[config.mk]
export PLATFORM = sky130hd
export DESIGN_NAME = imm_gen_pipe
export DESIGN_NICKNAME = d
export VERILOG_FILES = /design/src/rtl/imm_gen_pipe.sv
export SDC_FILE = /design/constraint.sdc
export NUM_CORES = 1
export LEC_CHECK = 0
export ABC_AREA = 0
export BUFFER_PORTS_ARGS = -buffer_cell sky130_fd_sc_hd__buf_2
export CAP_MARGIN = 25
export CORE_ASPECT_RATIO = 0.9
export CORE_UTILIZATION = 50
export DETAILED_ROUTE_END_ITERATION = 7
export PLACE_DENSITY = 0.75
export SYNTH_ARGS = -nofsm -noshare
export SYNTH_HDL_FRONTEND = slang
export SYNTH_SLANG_ARGS = --single-unit
[constraint.sdc]
create_clock -name clk -period 2.2 [get_ports clk]
set_input_delay 0.22 -clock clk [delete_from_list [all_inputs] [get_ports clk]]
set_output_delay 0.22 -clock clk [all_outputs]
set_load 0.02 [all_outputs]
[src/rtl/imm_gen_pipe.sv]
// imm_gen_pipe: decode-stage immediate generator feeding a 2-entry elastic output FIFO.
// Compressed (RVC) formats and the in_is_rvc port are built only when IMM_RVC_EN is defined.
module imm_gen_pipe #(
    parameter int XLEN  = 32,
    parameter int TAG_W = 4
) (
    input  logic             clk,
    input  logic             rst,
    input  logic             flush,
    input  logic             in_valid,
    output logic             in_ready,
    input  logic [31:0]      in_instr,
    input  logic [2:0]       in_imm_src,
    input  logic [TAG_W-1:0] in_tag,
`ifdef IMM_RVC_EN
    input  logic             in_is_rvc,
`endif
    output logic             out_valid,
    input  logic             out_ready,
    output logic [XLEN-1:0]  out_imm,
    output logic [TAG_W-1:0] out_tag,
    output logic             out_illegal
);

    generate
        if (XLEN != 32 && XLEN != 64) begin : g_bad_xlen
            $error("imm_gen_pipe: XLEN must be 32 or 64");
        end
        if (TAG_W < 1) begin : g_bad_tag
            $error("imm_gen_pipe: TAG_W must be at least 1");
        end
    endgenerate

    function automatic logic [XLEN-1:0] sext32(input logic [31:0] v);
        return XLEN'($signed(v));
    endfunction

    function automatic logic [XLEN-1:0] zext32(input logic [31:0] v);
        return XLEN'(v);
    endfunction

    function automatic logic [XLEN-1:0] base_imm(input logic [31:0] ins, input logic [2:0] src);
        logic s;
        s = ins[31];
        case (src)
            3'b000:  return sext32({{20{s}}, ins[31:20]});
            3'b001:  return sext32({{20{s}}, ins[31:25], ins[11:7]});
            3'b010:  return sext32({{19{s}}, ins[31], ins[7], ins[30:25], ins[11:8], 1'b0});
            3'b011:  return sext32({{11{s}}, ins[31], ins[19:12], ins[20], ins[30:21], 1'b0});
            3'b100:  return sext32({ins[31:12], 12'h000});
            // RV64 shift amounts carry one extra bit
            3'b101:  return (XLEN == 32) ? zext32({27'd0, ins[24:20]}) : zext32({26'd0, ins[25:20]});
            3'b110:  return zext32({27'd0, ins[19:15]});
            default: return '0;
        endcase
    endfunction

`ifdef IMM_RVC_EN
    function automatic logic [XLEN-1:0] rvc_imm(input logic [31:0] ins, input logic [2:0] src);
        logic s;
        s = ins[12];
        case (src)
            3'b000:  return sext32({{26{s}}, ins[12], ins[6:2]});
            3'b001:  return sext32({{20{s}}, ins[12], ins[8], ins[10:9], ins[6], ins[7],
                                    ins[2], ins[11], ins[5:3], 1'b0});
            3'b010:  return sext32({{23{s}}, ins[12], ins[6:5], ins[2], ins[11:10], ins[4:3], 1'b0});
            default: return '0;
        endcase
    endfunction
`else
    logic unused_instr_s;
    assign unused_instr_s = ^in_instr[6:0];
`endif

    logic [XLEN-1:0]  dec_imm_s;
    logic             dec_ill_s;
    logic             push_s;
    logic             pop_s;
    logic [1:0]       count_r;
    logic [XLEN-1:0]  imm0_r;
    logic [XLEN-1:0]  imm1_r;
    logic [TAG_W-1:0] tag0_r;
    logic [TAG_W-1:0] tag1_r;
    logic             ill0_r;
    logic             ill1_r;

    // Combinational decode of the incoming instruction; written into the FIFO on push.
    always_comb begin
        dec_imm_s = '0;
        dec_ill_s = 1'b0;
`ifdef IMM_RVC_EN
        if (in_is_rvc) begin
            dec_imm_s = rvc_imm(in_instr, in_imm_src);
            dec_ill_s = (in_imm_src > 3'b010);
        end else begin
            dec_imm_s = base_imm(in_instr, in_imm_src);
            dec_ill_s = (in_imm_src == 3'b111);
        end
`else
        dec_imm_s = base_imm(in_instr, in_imm_src);
        dec_ill_s = (in_imm_src == 3'b111);
`endif
    end

    assign in_ready    = !rst && (count_r < 2'd2);
    assign out_valid   = (count_r != 2'd0);
    assign push_s      = in_valid && in_ready;
    assign pop_s       = out_valid && out_ready;
    assign out_imm     = imm0_r;
    assign out_tag     = tag0_r;
    assign out_illegal = ill0_r;

    // Two-slot FIFO: slot 0 is always the head, slot 1 shifts down on pop.
    always_ff @(posedge clk) begin
        if (rst || flush) begin
            count_r <= 2'd0;
            imm0_r  <= '0;
            imm1_r  <= '0;
            tag0_r  <= '0;
            tag1_r  <= '0;
            ill0_r  <= 1'b0;
            ill1_r  <= 1'b0;
        end else begin
            case ({push_s, pop_s})
                2'b10: begin
                    if (count_r == 2'd0) begin
                        imm0_r <= dec_imm_s;
                        tag0_r <= in_tag;
                        ill0_r <= dec_ill_s;
                    end else begin
                        imm1_r <= dec_imm_s;
                        tag1_r <= in_tag;
                        ill1_r <= dec_ill_s;
                    end
                    count_r <= count_r + 2'd1;
                end
                2'b01: begin
                    imm0_r  <= imm1_r;
                    tag0_r  <= tag1_r;
                    ill0_r  <= ill1_r;
                    count_r <= count_r - 2'd1;
                end
                // Simultaneous push and pop only happens with a single entry held
                2'b11: begin
                    imm0_r  <= dec_imm_s;
                    tag0_r  <= in_tag;
                    ill0_r  <= dec_ill_s;
                    count_r <= count_r;
                end
                default: begin
                    count_r <= count_r;
                end
            endcase
        end
    end

endmodule

After elaboration in Yosys (flattened, before gate mapping)

Cells that the tools add are included.
W data, S select, Z words.

Input port bits: 44
Flip-flop bits (word level): 76
Logic and storage cells: 42
Output and inout bits: 39

Equal/unequal tests: 11
$add $sub $neg: 2
$lt $le $gt $ge: 1
Reductions and logical operators: 12
Bitwise gates (word level): 1
Multiplexer cells: 8

Operators with widths:

| cell                  | number |
|---|---|
| $pmux W32 S7          | 1 |
| $pmux W32 S3          | 1 |
| $mux W32              | 1 |
| $eq A3 B3 Y1 const B  | 4 |
| $pmux W4 S3           | 1 |
| $eq A3 B2 Y1 const B  | 2 |
| $eq A2 B2 Y1 const B  | 2 |
| $mux W4               | 1 |
| $pmux W2 S2           | 1 |
| $reduce_and A2 Y1     | 2 |
| $reduce_bool A2 Y1    | 2 |
| $eq A3 B1 Y1 const B  | 1 |
| $logic_and A1 B1 Y1   | 3 |
| $logic_not A3 Y1      | 1 |
| $pmux W1 S3           | 1 |
| $reduce_bool A3 Y1    | 1 |
| $add A2 B1 Y2 const B | 1 |
| $eq A2 B1 Y1 const B  | 1 |
| $logic_not A2 Y1      | 1 |
| $lt A2 B2 Y1 const B  | 1 |
| $ne A2 B2 Y1 const B  | 1 |
| $sub A2 B1 Y2 const B | 1 |
| $logic_not A1 Y1      | 1 |
| $logic_or A1 B1 Y1    | 1 |
| 2 further kinds       | 2 |

Logic depth before layout (Yosys ltp)

Gate-level depths: netlist of run 1.

Depth in word-level cells: 6
Mapped depth: 9
Gate-level depth less buffers: 8

Least setup slack after synthesis of run 1

No wires, ideal clock.

Kind: register to register
Start: reg count_r[1]
End: reg imm0_r[10] (netlist: out_imm[10])
Arrival time: 1.758 ns
Data required time: 2.122 ns
Period minus slack after synthesis: 1.836 ns
Library setup time: 0.078 ns
Path buffers: 2
Cell stages (with the launch flop): 9
Path slack: 0.364 ns
Path through: dfxtp_1 nor2_1 nand2_1 ha_1 buf_2 buf_1 nor3b_1 a211oi_2 nor3_1

Cells in the longest elaborated chain, start to end: 6
Elaborated cells between the ends (all ways): 13
Those cells by class: 1 x order compare; 4 x eq/ne; 1 x mux; 7 x reduce/logical

RTL lines:

| what                                                                | line | text |
|---|---|---|
| start: declaration                                                  | 79   | `logic [1:0] count_r;` |
| start signal: assignment                                            | 135  | `count_r <= count_r + 2'd1;` |
| start signal: assignment                                            | 141  | `count_r <= count_r - 2'd1;` |
| start signal: assignment                                            | 148  | `count_r <= count_r;` |
| $lt A2 B2 Y1 *                                                      | 105  | `assign in_ready = !rst && (count_r < 2'd2);` |
| $logic_and A1 B1 Y1 *                                               | 105  |  |
| via in_ready                                                        | 11   | `output logic in_ready,` |
| $logic_and A1 B1 Y1 *                                               | 107  | `assign push_s = in_valid && in_ready;` |
| $eq A2 B2 Y1 / $eq A2 B1 Y1 (equally long branches)                 | 124  | `case ({push_s, pop_s})` |
| $ne A2 B2 Y1 (no line) / $reduce_bool A3 Y1 (equally long branches) | n/a  |  |
| $reduce_and A2 Y1 (no line)                                         | n/a  |  |
| end signal: assignment                                              | 127  | `imm0_r <= dec_imm_s;` |
| end signal: assignment                                              | 138  | `imm0_r <= imm1_r;` |
| end signal: assignment                                              | 145  | `imm0_r <= dec_imm_s;` |
| end: declaration                                                    | 80   | `logic [XLEN-1:0] imm0_r;` |

Mark *: on every way through the listed nets, which the timed path passes. The rest lies on a longest branch.
A chain may end at the register's enable or synchronous reset.

Worst setup path in the final report of run 1

Start: reg count_r[0]
End: reg imm0_r[17] (netlist: out_imm[17])

Cells in the longest elaborated chain, start to end: 6
Elaborated cells between the ends (all ways): 13
Those cells by class: 1 x order compare; 4 x eq/ne; 1 x mux; 7 x reduce/logical

RTL lines:

| what                                                                | line |
|---|---|
| $lt A2 B2 Y1                                                        | 105 |
| $logic_and A1 B1 Y1                                                 | 105 |
| $logic_and A1 B1 Y1                                                 | 107 |
| $eq A2 B2 Y1 / $eq A2 B1 Y1 (equally long branches)                 | 124 |
| $ne A2 B2 Y1 (no line) / $reduce_bool A3 Y1 (equally long branches) | n/a |
| $reduce_and A2 Y1 (no line)                                         | n/a |

Several ways; a longest one is shown, not always the timed one.

==> run summary, run 1 <==
===============================================================================
Result of the run                                                  finished clean
Post-route DRC                                                                0
Ratio of cells with drive above 1 in the final layout                     26.1%
Worst-case clock skew                                                0.00676 ns
Hold bufs inserted after CTS                                                  0
Minimum setup slack after placement                                    0.332 ns
Hpwl dp                                                                 5.85 mm
Net count of the mapped netlist                                             472
Number of antenna cells inserted                                              0
Worst voltage drop across the vdd grid                                 0.276 mV
Synth Flop Type                                                         dfxtp_1
RSZ-0062 raised after global routing                                         no
Total global routing overflow                                                 0
Total routing resource utilization after global routing                   24.2%
Biggest fanout along the worst timing path                                   14
Post-route ant nets                                                           0
# fillers                                                                   628
Yosys Warn Count                                                              0
Area of the mapped netlist                                             3640 µm²
Die Ht                                                                  82.9 µm
Avg Vias per Cell                                                          5.93
Clock-pin slew on the worst setup and hold paths                        0.08 ns
Part of the power in registers                                            47.9%
Shortest clock period the worst path allows after layout                1.87 ns
Antenna violations before repair                                              0
Total cell area at the placement stage                                 4090 µm²
Final hold viol count                                                         0
Switching portion of total power                                          26.4%
Fin worst setup slack                                                  0.328 ns
Design area                                                            4310 µm²
Synth Instances                                                             426
IO Port Bufs                                                                 75
Via total after detailed routing                                           3415
Tightest Pin Transition                                                0.731 ns
First-pass GRT wire length                                              14.7 mm
Number of standard cells in the layout, taps in and fillers out             576
Core box area                                                          7040 µm²
Worst-skew pair later-pin latency                                       0.34 ns
X dimension of the die                                                  91.9 µm
Total of endpoints with negative setup slack in the final report              0
Arrival time at the worst endpoint                                      2.13 ns
Leakage power figure                                                    1.62 nW
Average cell area after synthesis                                      8.54 µm²
Inserted Clock Buffers                                                        9
Combinational power share                                                 14.3%
Root buf cell                                                          clkbuf_8
Starting density of the core                                              51.7%
Area of the die                                                        7620 µm²
Power density over the cells                                         687 nW/µm²
Post-cts resize count                                                         0
Flip-flop and latch count after synthesis                                    76
Rel. slew slack                                                           51.2%
Vias in the first global route                                             3011
Average wire per standard cell                                          15.8 µm
Level count of the clock H-tree                                               3
Total power draw                                                      0.00296 W
Reported max-cap violation count                                              0
IO Pins                                                                      83
Initial DRC count                                                           198
CP startpoint kind                                                         flop
NetSw                                                                0.000782 W
Share of the clock period used by the worst path                          85.1%
Share of the yosys chip area belonging to registers                       41.8%
Element type at the critical path end                                      flop
Count of standard-cell rows                                                  29
Post-synth EDFFs                                                              0
Count of unique library cells instantiated by Yosys                          41
Fraction of power consumed by the clock network                           37.8%
Critical path start-end classification                             flop to flop
Data required time at the worst endpoint                                2.46 ns
Gpl congestion                                                            0.772
Iteration count of the initial detailed-routing pass                          7
Area growth syn-to-layout                                                 18.4%
Clock tree sinks                                                             76
Max Buffers Root-to-Sink                                                      2
Sum of negative setup slack                                                0 ns
Maximum number of pins on one net before global-route repair                 65
Fraction of registers with async set/reset                                   0%
Hold WC Path Type                                                  input pin to flop
Peak Freq                                                             0.534 GHz
Clock tree from TritonCTS                                                   yes
Post-CTS setup buffer count                                                   0
Max-slew violation count                                                      0
Total Nets Final                                                            524
Number of instances in the placed design                                    560
Final WL                                                                9.10 mm
Internal power summed over all cells                                  0.00218 W
===============================================================================
-- worst max-delay path: stages (launching register included) --
cell and delay (ns):
dfxtp_1 0.38, o21ai_1 0.30, inv_1 0.09, ha_2 0.29, inv_2 0.23, nand3_1 0.10
buf_4 0.21, o221ai_1 0.19
-- cells in the mapped netlist, types with 2 or more instances --
library cell  number  share of area (%)
nor3b_1           12                2.5
o22a_1             7                1.7
clkbuf_1          22                2.3
dfxtp_1           76                 42
inv_1              3               0.31
nor2_1            32                3.3
and2_1             3               0.52
o31ai_1            3               0.62
buf_1              5               0.52
ha_1               2               0.69
a211oi_1          32                6.6
buf_2             12                1.7
o21ai_1            3               0.41
a2111oi_0          2               0.48
buf_4              5                1.0
buf_6              2               0.62
nand2_1           13                1.3
o221ai_1          13                3.1
o31ai_2            9                3.1
nor2b_1            5               0.86
a21oi_1           46                6.3
nor3_1            18                2.5
nand3_1           41                5.6
mux2i_1           10                2.8
a22oi_1            5                1.0
o21ai_0           27                3.7
mux2_2             4                1.2
-- per-stage QoR --
stage	util, %	hold WS (ns)
after floorplan	-	0.356
after global placement	57.8	0.437
after detailed placement	58.2	0.442
after CTS	61.2	0.117
after global routing	61.2	0.125
final	61.2	0.118
-- worst paths after layout --
kind                                 from                       end  slack [ns]  cells past startpoint
setup / recovery  count_r[0]$_SDFFE_PP0P_  out_imm[17]$_SDFFE_PP0P_        0.33                      7
hold / removal                  in_tag[2]    tag1_r[2]$_SDFFE_PP0P_        0.12                      3
setup reg to reg  count_r[0]$_SDFFE_PP0P_  out_imm[17]$_SDFFE_PP0P_        0.33                      7
hold reg to reg       ill1_r$_SDFFE_PP0P_       ill1_r$_SDFFE_PP0P_        0.45                      2
-- power groups by stage --
stage / logic [W] / registers (W) / clock network [W]
2_1_floorplan: 0.000263 / 0.00147 / 0
3_3_place_gp: 0.000405 / 0.00145 / 0
3_5_place_dp: 0.000419 / 0.00145 / 0
4_1_cts: 0.000421 / 0.00142 / 0.00113
5_1_grt: 0.000462 / 0.00142 / 0.00120
6_report: 0.000424 / 0.00142 / 0.00112
-- area by class of cell --
cell class	count	area, µm²	area share [%]
sequential	76	1520	35.3
tap	93	116	2.70
clock buffer	13	169	3.92
clock inverter	3	43.8	1.02
inverter	4	15.0	0.349
timing repair buffer	87	548	12.7
multi-input combinational	300	1890	44.0
-- metal layers --
| metal | part of all wire [%] | up-vias | routed length, µm | global-route usage [%] |
|---|---|---|---|---|
| li1 | - | 1681 | - | - |
| met2 | 45 | 141 | 4070 | 36.0 |
| met1 | 47 | 1579 | 4240 | 34.9 |
| met3 | 7.0 | 14 | 633 | 3.94 |
| met4 | 1.6 | 0 | 150 | 9.66 |
| met5 | 0 | - | 0 | 0 |
-- placed cells by master, fill, tap and decap left out, types with 5 or more instances in the layout --
master and instances:
a211oi_1 32, a21oi_1 46, a22oi_1 5, buf_12 5
buf_2 75, buf_4 6, clkbuf_8 12, dfxtp_1 76
mux2i_1 10, nand2_1 13, nand3_1 41, nor2_1 32
nor3_1 18, nor3b_1 12, o21ai_0 26, o221ai_1 13
o22a_1 7, o31ai_2 9
-- registers in the layout, summed over array words and instances, names as in the netlist --
register / count
imm1_r: 32
out_imm: 32
out_tag: 4
tag1_r: 4
count_r: 2
ill1_r: 1
out_illegal: 1
-- cells by family (layout without fill, tap and decap cells) --
group / after synthesis / after routing / synth area share (%)
AND/OR/NAND/NOR: 129 / 129 / 17.7
multiplexers: 14 / 14 / 3.99
XOR/XNOR: 3 / 3 / 0.929
adder cells (fa/ha/maj): 2 / 2 / 0.688
AO/OA/AOI/OAI: 152 / 152 / 28.3
buffers and inverters: 50 / 107 / 6.50
flip-flops: 76 / 76 / 41.8
(Power assumes the default switching activity.)
==> run 2, diff against run 1 <==
==> constraint.sdc (replaced) <==
create_clock -name clk -period 2.2 [get_ports clk]
set_input_delay 0.66 -clock clk [delete_from_list [all_inputs] [get_ports clk]]
set_output_delay 0.66 -clock clk [all_outputs]
set_load 0.02 [all_outputs]
==> run 2 against run 1 <==
  * Sequential power about the same
  * Clock skew up 0.00068 ns
  * Count of clock-buffer cells in the layout down 2
  * Setup slack gained 0.010 ns
  * Final area is 1.1% lower
  * Non-clock buffer count up 4
  * Total power shrank 6.4%
  * Critical endpoint is now imm1_r[3]$_SDFFE_PP0P_
  * Utilization down 0.68 points
  * Die area stayed put
  * Critical path type unchanged
  * Worst hold slack gained 0.34 ns
==> run summary, run 2 (same netlist as run 1, synthesis figures left out) <==
=====================================================================================
Worst voltage drop across the vdd grid                                       0.327 mV   was 0.276 mV
Initial DRC count                                                                 234   was 198
Clock-pin slew on the worst setup and hold paths                              0.08 ns   about the same
Total of endpoints with negative setup slack in the final report                    0   unchanged
Core box area                                                                7040 µm²   unchanged
Top cell family by delay on the critical path                            compound AO/OA/AOI/OAI gates   was buffers and inverters
Root buf cell                                                                clkbuf_8   unchanged
Ratio of cells with drive above 1 in the final layout                           26.5%   was 26.1%
Antenna violations before repair                                                    0   unchanged
Reported max-cap violation count                                                    0   unchanged
Hpwl dp                                                                       5.90 mm   was 5.85 mm
Shortest clock period the worst path allows after layout                      1.86 ns   was 1.87 ns
Clock tree from TritonCTS                                                         yes   unchanged
Die Ht                                                                        82.9 µm   unchanged
Worst path max stage delay                                                    0.37 ns   was 0.38 ns
Hold bufs inserted after CTS                                                        0   unchanged
IO Pins                                                                            83   unchanged
Maximum number of pins on one net before global-route repair                       40   was 65
Design area                                                                  4260 µm²   was 4310 µm²
Critical path start-end classification                                   flop to flop   unchanged
Total global routing overflow                                                       0   unchanged
Starting density of the core                                                    51.7%   unchanged
Most frequent standard cell in the layout excluding fill and tap cells        dfxtp_1   unchanged
Peak Freq                                                                   0.537 GHz   was 0.534 GHz
RSZ-0062 raised after global routing                                               no   unchanged
Total routing resource utilization after global routing                         24.0%   was 24.2%
Via total after detailed routing                                                 3426   was 3415
Level count of the clock H-tree                                                     3   unchanged
CP startpoint kind                                                               flop   unchanged
X dimension of the die                                                        91.9 µm   unchanged
Post-CTS setup buffer count                                                         0   unchanged
Post-cts resize count                                                               0   unchanged
Area of all sequential standard cells                                        1520 µm²   unchanged
Area of the die                                                              7620 µm²   unchanged
Worst path buffer plus inverter count                                               1   was 3
Cells traversed along the worst timing path                              o21ai_1 > ha_1 > and2_1 > buf_12 > o21ai_0 > a21oi_1   was o21ai_1 > inv_1 > ha_2 > inv_2 > nand3_1 > buf_4 > o221ai_1
Avg Vias per Cell                                                                5.92   was 5.93
Worst-case clock skew                                                      0.00745 ns   was 0.00676 ns
# fillers                                                                         639   was 628
Count of standard-cell rows                                                        29   unchanged
Average wire per standard cell                                                15.6 µm   was 15.8 µm
Tightest Pin Transition                                                      0.735 ns   was 0.731 ns
Arrival time at the worst endpoint                                            2.13 ns   about the same
Most frequent cells in the layout                                        dfxtp_1, buf_2, a21oi_1   unchanged
Power density over the cells                                               650 nW/µm²   was 687 nW/µm²
Area of combinational cells with multiple inputs                             1890 µm²   unchanged
Post-route ant nets                                                                 0   unchanged
Max Buffers Root-to-Sink                                                            2   unchanged
Rel. slew slack                                                                 51.0%   was 51.2%
Final WL                                                                      9.04 mm   was 9.10 mm
Gpl congestion                                                                  0.792   was 0.772
Hold WC Path Type                                                        flop to flop   was input pin to flop
Result of the run                                                        finished clean   unchanged
Critical path's slowest cell                                                  dfxtp_1   unchanged
Clock tree sinks                                                                   76   unchanged
Worst-skew pair later-pin latency                                             0.34 ns   about the same
Final hold viol count                                                               0   unchanged
Inserted Clock Buffers                                                              9   unchanged
Leakage power figure                                                          1.60 nW   was 1.62 nW
Post-route DRC                                                                      0   unchanged
IO Port Bufs                                                                       75   unchanged
Total Nets Final                                                                  528   was 524
Sum of negative setup slack                                                      0 ns   unchanged
Share of the clock period used by the worst path                                84.6%   was 85.1%
Number of antenna cells inserted                                                    0   unchanged
Data required time at the worst endpoint                                      2.47 ns   was 2.46 ns
First-pass GRT wire length                                                    14.7 mm   about the same
Biggest fanout along the worst timing path                                         39   was 14
Total cell area at the placement stage                                       4090 µm²   about the same
Element type at the critical path end                                            flop   unchanged
Area growth syn-to-layout                                                       17.1%   was 18.4%
Max-slew violation count                                                            0   unchanged
Vias in the first global route                                                   3049   was 3011
Iteration count of the initial detailed-routing pass                                7   unchanged
=====================================================================================
==> run 2: routing by layer <==
metal | part of all wire (%) | vias up | track usage (%)
met5 | 0 | - | 0
met1 | 48 | 1602 | 33.7
met2 | 44 | 130 | 35.9
li1 | - | 1681 | -
met4 | 1.0 | 0 | 6.68
met3 | 6.5 | 13 | 6.68
==> run 2: final cells by class <==
cell class              count  area share [%]
multi-input cells         300            44.4
flip-flops and latches     76            35.7
clock buffers              11            3.32
inverters                   4           0.353
clock inverters             4           0.617
well taps                  93            2.73
repair buffers             91            12.8
==> run 2: through the flow <==
stage                     total power, W  util, %  worst slack, ns  hold WS (ns)  std cells
after global placement           0.00185     58.1            0.138         0.437        564
after CTS                        0.00279     60.5            0.342         0.455        579
after floorplan                  0.00173        -           0.0478         0.432        426
after global routing             0.00289     60.5            0.146         0.478        579
after detailed placement         0.00186     58.1           0.0693         0.445        564
final                            0.00277     60.5            0.339         0.456        579
==> run 2: report_power, final <==
| group | internal (W) | switching, W | leakage (nW) | total (W) |
|---|---|---|---|---|
| Sequential | 0.00140 | 0.0000145 | 0.614 | 0.00142 |
| Combinational | 0.000155 | 0.000267 | 0.904 | 0.000423 |
| Clock | 0.000432 | 0.000500 | 0.0852 | 0.000932 |
==> run 2: worst min-delay path, stage by stage (launching register included) <==
cell and delay [ns]:
dfxtp_1 0.31, nand2_1 0.05, a21oi_1 0.05
==> run 2: worst paths after layout <==
path / start / end / slack, ns / cells past startpoint
max: count_r[0]$_SDFFE_PP0P_ / imm1_r[3]$_SDFFE_PP0P_ / 0.34 / 6
min: ill1_r$_SDFFE_PP0P_ / ill1_r$_SDFFE_PP0P_ / 0.46 / 2
max reg2reg: count_r[0]$_SDFFE_PP0P_ / imm1_r[3]$_SDFFE_PP0P_ / 0.34 / 6
min reg2reg: ill1_r$_SDFFE_PP0P_ / ill1_r$_SDFFE_PP0P_ / 0.46 / 2
